File: src/rtl/gcd_pkg.sv
// Shared types and defaults for the parametrised GCD unit.
// Optional step counter is enabled by defining GCD_CYCLE_COUNT_EN.
package gcd_pkg;

  typedef enum logic [1:0] {
    IDLE = 2'd0,
    CALC = 2'd1,
    DONE = 2'd2
  } gcd_state_e;

  localparam int GCD_WIDTH_DEF     = 16;
  localparam int GCD_CNT_WIDTH_DEF = 16;

  // Packs operands into the request message: A in the low half, B in the high half.
  function automatic logic [2*GCD_WIDTH_DEF-1:0] gcd_pack(
    input logic [GCD_WIDTH_DEF-1:0] a,
    input logic [GCD_WIDTH_DEF-1:0] b
  );
    return {b, a};
  endfunction

endpackage

File: src/rtl/gcd_datapath.sv
// Operand registers with compare, subtract and swap for subtract/swap Euclid.
// A step with B==0 leaves the registers unchanged; the FSM retires the result.
module gcd_datapath #(
  parameter int WIDTH = 16
) (
  input  logic             clk,
  input  logic             reset_n,
  input  logic             clear_i,
  input  logic             load_i,
  input  logic             step_i,
  input  logic [WIDTH-1:0] a_in_i,
  input  logic [WIDTH-1:0] b_in_i,
  output logic [WIDTH-1:0] a_o,
  output logic             b_zero_o
);

  logic [WIDTH-1:0] a_q, a_d;
  logic [WIDTH-1:0] b_q, b_d;
  logic             a_lt_b;

  assign a_lt_b   = (a_q < b_q);
  assign b_zero_o = (b_q == '0);
  assign a_o      = a_q;

  always_comb begin
    a_d = a_q;
    b_d = b_q;
    if (clear_i) begin
      a_d = '0;
      b_d = '0;
    end else if (load_i) begin
      a_d = a_in_i;
      b_d = b_in_i;
    end else if (step_i && !b_zero_o) begin
      if (a_lt_b) begin
        a_d = b_q;
        b_d = a_q;
      end else begin
        // Only reached with A>=B, so no borrow can occur.
        a_d = a_q - b_q;
      end
    end
  end

  always_ff @(posedge clk or negedge reset_n) begin
    if (!reset_n) begin
      a_q <= '0;
      b_q <= '0;
    end else begin
      a_q <= a_d;
      b_q <= b_d;
    end
  end

endmodule

File: src/rtl/gcd_unit_param.sv
// Parametrised GCD unit: valid/ready request and response, synchronous abort.
// Define GCD_CYCLE_COUNT_EN to add the saturating resp_cycles step counter.
module gcd_unit_param
  import gcd_pkg::*;
#(
  parameter int WIDTH     = GCD_WIDTH_DEF,
  parameter int CNT_WIDTH = GCD_CNT_WIDTH_DEF
) (
  input  logic                 clk,
  input  logic                 reset_n,
  input  logic                 clear,
  input  logic [2*WIDTH-1:0]   req_msg,
  input  logic                 req_val,
  output logic                 req_rdy,
  output logic [WIDTH-1:0]     resp_msg,
  output logic                 resp_val,
  input  logic                 resp_rdy,
`ifdef GCD_CYCLE_COUNT_EN
  output logic [CNT_WIDTH-1:0] resp_cycles,
`endif
  output gcd_state_e           dbg_state
);

  // Handshakes: a transfer happens on a rising edge where valid and ready are
  // both high; ready/valid are decoded from state only, never from inputs.

  if (WIDTH < 2 || WIDTH > 64 || CNT_WIDTH < 1) begin : g_bad_param
    $error("gcd_unit_param: WIDTH must be 2..64 and CNT_WIDTH >= 1");
  end

  gcd_state_e       state_q, state_d;
  logic [WIDTH-1:0] resp_msg_q, resp_msg_d;
  logic [WIDTH-1:0] a_val;
  logic             b_zero;
  logic             load, step;

  assign load = (state_q == IDLE) && req_val && !clear;
  assign step = (state_q == CALC) && !clear;

  gcd_datapath #(.WIDTH(WIDTH)) u_datapath (
    .clk      (clk),
    .reset_n  (reset_n),
    .clear_i  (clear),
    .load_i   (load),
    .step_i   (step),
    .a_in_i   (req_msg[WIDTH-1:0]),
    .b_in_i   (req_msg[2*WIDTH-1:WIDTH]),
    .a_o      (a_val),
    .b_zero_o (b_zero)
  );

  always_ff @(posedge clk or negedge reset_n) begin
    if (!reset_n) begin
      state_q    <= IDLE;
      resp_msg_q <= '0;
    end else begin
      state_q    <= state_d;
      resp_msg_q <= resp_msg_d;
    end
  end

  always_comb begin
    state_d    = state_q;
    resp_msg_d = resp_msg_q;
    if (clear) begin
      state_d = IDLE;
    end else begin
      unique case (state_q)
        IDLE: if (req_val) state_d = CALC;
        CALC: if (b_zero) begin
          state_d    = DONE;
          resp_msg_d = a_val;
        end
        DONE: if (resp_rdy) state_d = IDLE;
        default: state_d = IDLE;
      endcase
    end
  end

  always_comb begin
    req_rdy   = (state_q == IDLE);
    resp_val  = (state_q == DONE);
    resp_msg  = resp_msg_q;
    dbg_state = state_q;
  end

`ifdef GCD_CYCLE_COUNT_EN
  logic [CNT_WIDTH-1:0] count_q, count_d;

  // Counts every CALC edge, including the retiring one; sticks at all-ones.
  always_comb begin
    count_d = count_q;
    if (clear || load) begin
      count_d = '0;
    end else if (state_q == CALC && count_q != '1) begin
      count_d = count_q + 1'b1;
    end
  end

  always_ff @(posedge clk or negedge reset_n) begin
    if (!reset_n) count_q <= '0;
    else          count_q <= count_d;
  end

  assign resp_cycles = count_q;
`endif

endmodule

File: config.mk
export PLATFORM = sky130hd
export DESIGN_NAME = gcd_unit_param
export DESIGN_NICKNAME = d
export VERILOG_FILES = /design/src/rtl/gcd_pkg.sv /design/src/rtl/gcd_datapath.sv /design/src/rtl/gcd_unit_param.sv
export SDC_FILE = /design/constraint.sdc
export NUM_CORES = 1
export LEC_CHECK = 0
export BUFFER_PORTS_ARGS = -buffer_cell sky130_fd_sc_hd__buf_2
export CELL_PAD_IN_SITES_DETAIL_PLACEMENT = 0
export CELL_PAD_IN_SITES_GLOBAL_PLACEMENT = 1
export CORE_MARGIN = 2
export CORE_UTILIZATION = 42
export DETAILED_ROUTE_END_ITERATION = 10
export HOLD_SLACK_MARGIN = 0.12
export PLACE_DENSITY = 0.88
export RECOVER_POWER = 100
export SLEW_MARGIN = 0
export SYNTH_ARGS = -nofsm -noshare
export SYNTH_HDL_FRONTEND = slang
export SYNTH_SLANG_ARGS = --single-unit
File: constraint.sdc
create_clock -name clk -period 3.2 [get_ports clk]
set_clock_uncertainty 0.2 [all_clocks]
set_input_delay 0.32 -clock clk [delete_from_list [all_inputs] [get_ports clk]]
set_output_delay 0.32 -clock clk [all_outputs]
set_load 0.005 [all_outputs]
==> results.toml, run 1 <==
[run_status]
status = "complete, but fails checks"
violations = "capacitance limit, slew limit"

[synth]
synth_edf_count = 0
syn_area_per_cell_um2 = 8.52
synth.cell_area_um2 = 3290
synth_flop_cell = "dfrtp_1"
ys_warn_count = 0
yosys.area.top_type = "dfrtp_1"
ys_ff_latch = 50
ys_async_sr_fraction = 1.00
ys_types = 46
synth_nets = 441
synthCells = 386
synthDominantCellAreaShare = 0.381
synth_seq_area_share = 0.381
synth_area_leaders = "dfrtp_1 38%, ha_1 6.5%, a21oi_1 6.4%"

[job]
maxCapViolations = 1

[worst_setup_path]
cpPeakStageDelay_ns = 0.39
worst-setup-path-type = "reg2reg"
r2r_start = "u_datapath.a_o[0]"
r2r_cells = 11
cp.arrival_ns = 2.92
cp_max_fo = 15
slowest_stage = "fa_1"
end_kind = "flop"
critPathTopFamily = "compound AO/OA/AOI/OAI gates"
cp.required_ns = 3.18
r2r_slack_ns = 0.26
worstPathBufferInverterCount = 2
crit_chain = "inv_1 -> ha_1 -> fa_1 -> nand2b_1 -> a21oi_1 -> o21ai_1 -> a31oi_4 -> buf_4 -> nor2_1 -> a311oi_1 -> nor4_1"
r2r-end = "u_datapath.a_o[9]"
start_kind = "flop"

[floorplanning]
start_util = 0.430
num_io_pins = 57
coreArea_um2 = 7650
die_area_um2 = 8550
die_h_um = 92.5
rows = 32
fp.dieW_um = 92.5

[clock_tree]
postCtsSetupBuffers = 0
cts.sinks = 50
cts_buffer_depth = 2
cts_tree = "done"
numCtsBuffers = 5
cts_root_buf = "clkbuf_8"
post_cts_resized = 0
clk_latency_ns = 0.31
clkTransAtPathRegs_ns = 0.10
htree_levels = 2

[cells_and_area]
layout_common_cells = "53 x nor2_1, 50 x dfrtp_1, 46 x buf_2, 42 x a21oi_1, 28 x nand2_1"
final_common_cell = "nor2_1"
area_growth_pct = 20.7
insertedDiodeCount = 0
layout-drive-gt1-share = 0.178
nets = 514

[routing]
wl_per_cell_um = 16.5
route.detailed.drc = 0
drt_iter0_drc = 308
avgViaCountPerCell = 5.65
num_vias = 3178
wl_mm = 9.25
ant_nets = 0
drt_first_pass_iters = 5

[grt]
antenna_found_initial = 0
grt_usage = 0.222
grt_pass1_vias = 3109
overflow = 0
grt_pass1_wl_mm = 15.3
grt_max_degree = 40

[power]
leakagePower_uw = 0.00186
powerDensity_nw_per_um2 = 811
irDropWorstVdd_mv = 0.359
p_total_uw = 3220

[place]
place.port_buffers = 56
place_ws_ns = 0.307
place_congestion = 0.850
dp_hpwl_mm = 6.68

[timing]
slew_headroom = -0.284
final_max_slew_viol_count = 36
setup_violations = 0
hold_viol = 0
hold_ws_ns = 0.114
fmax_mhz = 340
layout_setup_ws_ns = 0.257
tightest_slew_ns = 1.93
finalCriticalPeriod_ns = 2.94
setup_tns_ns = 0
finalCritPeriodShare = 0.920
grt_setup_unrepaired = "false"

[hold_path]
hold_class = "in2reg"
hp-start = "req_msg[23]"
min_to = "u_datapath.b_q[7]"
whs_path_depth = 3
-- per-layer routing --
metal  vias to the layer above  wire length, um  track usage
li1                       1537                -            -
met1                      1523             4450        0.330
met2                       106             4150        0.341
met3                        12              451       0.0187
met4                         0              203       0.0746
met5                         -                0            0
-- stage by stage --
stage,cell area [um2],util,cells
final,3970,0.519,562
after global routing,3970,0.519,562
after CTS,4000,0.522,562
after detailed placement,3670,0.481,533
after global placement,3670,0.481,533
after floorplan,3290,-,386
-- logic make-up (layout without fill, tap and decap cells) --
group,Yosys count,after routing,share of synthesized area
flops,50,50,0.381
mux,17,17,0.0579
compound gates,104,104,0.194
buf+inv,40,114,0.0506
simple gates,148,148,0.222
xor+xnor,9,9,0.0240
fa+ha+maj,18,18,0.0708
-- worst reg2reg max path, delay by kind of cell (launching register included) --
family                   cells  cell delay, ns
AO/OA/AOI/OAI                4            0.96
AND/OR/NAND/NOR              3            0.36
buffers and inverters        2            0.34
flip-flops                   1            0.34
adder cells (fa/ha/maj)      2            0.61
-- report_power, final --
group	total, uW	leakage [uW]	switching, uW	internal (uW)
registers	926	0.000672	159	768
clock network	455	0.0000514	221	234
logic	1840	0.00113	1090	743
total	3220	0.00186	1470	1740
-- synth_stat cells, types with 7 or more instances --
cell,count
a21o_1,7
a21oi_1,42
and3_1,7
clkbuf_1,14
dfrtp_1,50
ha_1,17
inv_1,19
mux2_2,16
nand2_1,28
nor2_1,53
nor3_1,20
nor4_1,19
o21ai_0,14
o22ai_1,12
-- registers in the layout, summed over array words and instances (netlist names) --
signal,flops
u_datapath.b_q,16
u_datapath.a_o,16
dbg_state,2
resp_msg,16
-- area by class of cell --
class,instances,area [um2]
Fill cell,712,3680
Multi-Input combinational cell,296,1860
Sequential cell,50,1250
Timing Repair Buffer,87,544
Tap cell,102,128
Clock buffer,6,72.6
Inverter,19,71.3
Clock inverter,2,37.5
-- how the worst max path moves through the flow --
stage,slack [ns],startpoint,end,depth (start not counted)
final,0.26,u_datapath.a_o[0],u_datapath.a_o[9],11
after global routing,0.07,u_datapath.a_o[0],u_datapath.b_q[15],10
after CTS,0.28,u_datapath.a_o[0],u_datapath.a_o[9],11
after detailed placement,0.31,u_datapath.a_o[0],u_datapath.a_o[9],11
after global placement,0.38,u_datapath.a_o[0],u_datapath.b_q[3],10
after floorplan,0.69,u_datapath.b_q[0],u_datapath.b_q[14],10
-- what timing repair did --
item	CTS	global route
endpoints found under the setup margin	0	0
hold endpoints to repair	54	0
hold buffers	21	0
(Power assumes the default switching activity.)
==> inputs of run 2 (changes only) <==
--- a/config.mk
+++ b/config.mk
@@ -5,12 +5,12 @@
 export SDC_FILE = /design/constraint.sdc
 export NUM_CORES = 1
 export LEC_CHECK = 0
-export BUFFER_PORTS_ARGS = -buffer_cell sky130_fd_sc_hd__buf_2
 export CELL_PAD_IN_SITES_DETAIL_PLACEMENT = 0
 export CELL_PAD_IN_SITES_GLOBAL_PLACEMENT = 1
 export CORE_MARGIN = 2
-export CORE_UTILIZATION = 42
+export CORE_UTILIZATION = 48
 export DETAILED_ROUTE_END_ITERATION = 10
+export DONT_BUFFER_PORTS = 1
 export HOLD_SLACK_MARGIN = 0.12
 export PLACE_DENSITY = 0.88
 export RECOVER_POWER = 100
==> results.toml, run 2 (synthesized netlist as in run 1, its figures left out) <==
[grt]
grt_pass1_wl_mm = 14.7
grt_usage = 0.246
antenna_found_initial = 0
overflow = 0
grt_pass1_vias = 2930
grt_max_degree = 51

[floorplanning]
fp.dieW_um = 86.8
rows = 30
coreArea_um2 = 6720
num_io_pins = 57
start_util = 0.489
die_area_um2 = 7530
die_h_um = 86.8

[timing]
setup_violations = 0
tightest_slew_ns = 1.25
slew_headroom = 0.164
final_max_slew_viol_count = 0
setup_tns_ns = 0
fmax_mhz = 331
finalCritPeriodShare = 0.943
layout_setup_ws_ns = 0.182
hold_viol = 0
hold_ws_ns = 0.242
finalCriticalPeriod_ns = 3.02
grt_setup_unrepaired = "false"

[power]
powerDensity_nw_per_um2 = 822
irDropWorstVdd_mv = 0.481
leakagePower_uw = 0.00171

[routing]
avgViaCountPerCell = 6.18
drt_iter0_drc = 361
drt_first_pass_iters = 5
wl_mm = 8.83
num_vias = 3073
ant_nets = 0
route.detailed.drc = 0
wl_per_cell_um = 17.8

[hold_path]
whs_path_depth = 4
hp-start = "clear"
hold_class = "in2reg"
min_to = "u_datapath.a_o[12]"

[worst_setup_path]
startpoint = "u_datapath.a_o[0]"
worst-setup-path-type = "reg2reg"
r2r-end = "u_datapath.a_o[9]"
end_kind = "flop"
r2r_start = "u_datapath.a_o[0]"
cpPeakStageDelay_ns = 0.40
cp_max_fo = 15
crit_chain = "inv_1 -> ha_1 -> fa_1 -> nand2b_1 -> a21oi_1 -> o21ai_1 -> a31oi_4 -> buf_6 -> nor2_1 -> a311oi_2 -> nor4_1"
r2r_cells = 11
cp.arrival_ns = 3.00
r2r_slack_ns = 0.18
worstPathBufferInverterCount = 2
slowest_stage = "fa_1"
start_kind = "flop"
critPathTopFamily = "compound AO/OA/AOI/OAI gates"
cp.required_ns = 3.18

[cells_and_area]
layout-drive-gt1-share = 0.0911
final_common_cell = "nor2_1"
layout_common_cells = "53 x nor2_1, 50 x dfrtp_1, 42 x a21oi_1, 35 x dlygate4sd3_1, 28 x nand2_1"
insertedDiodeCount = 0
area_growth_pct = 16.1
nets = 471

[clock_tree]
htree_levels = 2
clk_latency_ns = 0.30
cts_buffer_depth = 2
cts_tree = "done"
cts_root_buf = "clkbuf_8"
numCtsBuffers = 5
postCtsSetupBuffers = 0
clkTransAtPathRegs_ns = 0.10
cts.sinks = 50

[place]
place_ws_ns = 0.201
place_congestion = 0.863
dp_hpwl_mm = 6.24
place.port_buffers = 0

[run_status]
status = "finished clean"

[job]
maxCapViolations = 0
[run 2: cell types whose count changed in the layout (fill, tap and decap cells not counted), moves of 2 or more]
cell,delta
clkbuf_1,-11
dlygate4sd3_1,+14
buf_4,-3
inv_6,+2
buf_2,-46
[run 2: worst reg2reg max path: cells and delay by family (launching register included)]
kind | cells | cell delay (ns)
AOI/OAI and AO/OA | 4 | 1.03
DFF | 1 | 0.35
adders and majority gates | 2 | 0.63
buffers and inverters | 2 | 0.30
and+or+nand+nor | 3 | 0.39
[run 2: power breakdown]
part | total (uW) | switching [uW] | internal (uW)
combinational | 1820 | 1090 | 733
sequential | 933 | 165 | 768
clock | 385 | 226 | 159
[run 2: worst max-delay path by stage]
stage	endpoint	slack [ns]	depth (start not counted)
global route	u_datapath.a_o[9]	0.02	11
floorplan	u_datapath.b_q[14]	0.69	10
global placement	u_datapath.a_o[9]	0.29	11
CTS	u_datapath.a_o[9]	0.16	11
finish	u_datapath.a_o[9]	0.18	11
detailed placement	u_datapath.a_o[9]	0.20	11
[run 2: final cells by class]
cell class	count	area (um2)
multi-input cells	296	1880
well taps	80	100
clock buffers	5	68.8
repair buffers	44	425
flip-flops and latches	50	1250
fillers	593	2900
inverters	19	71.3
clock inverters	3	22.5
[run 2: repair_timing]
action                                  4_1_cts  5_1_grt
endpoints found under the hold margin        84        0
gates resized for setup                       0        2
endpoints found under the setup margin        0        1
hold buffers                                 37        0
[run 2: routing by layer]
layer / up-vias / global-route usage / part of all wire / routed length (um)
met1: 1498 / 0.373 / 0.48 / 4200
met4: 0 / 0.0625 / 0.016 / 142
met3: 15 / 0.0324 / 0.059 / 519
met5: - / 0 / 0 / 0
met2: 112 / 0.371 / 0.45 / 3970
li1: 1448 / - / - / -
[run 2: per-stage QoR]
step | cell area, um2 | utilization | std cells | total power [uW]
floorplan | 3290 | - | 386 | 2280
global placement | 3340 | 0.498 | 452 | 2630
detailed placement | 3340 | 0.498 | 452 | 2660
CTS | 3830 | 0.571 | 497 | 3120
global route | 3810 | 0.568 | 497 | 3410
finish | 3810 | 0.568 | 497 | 3140
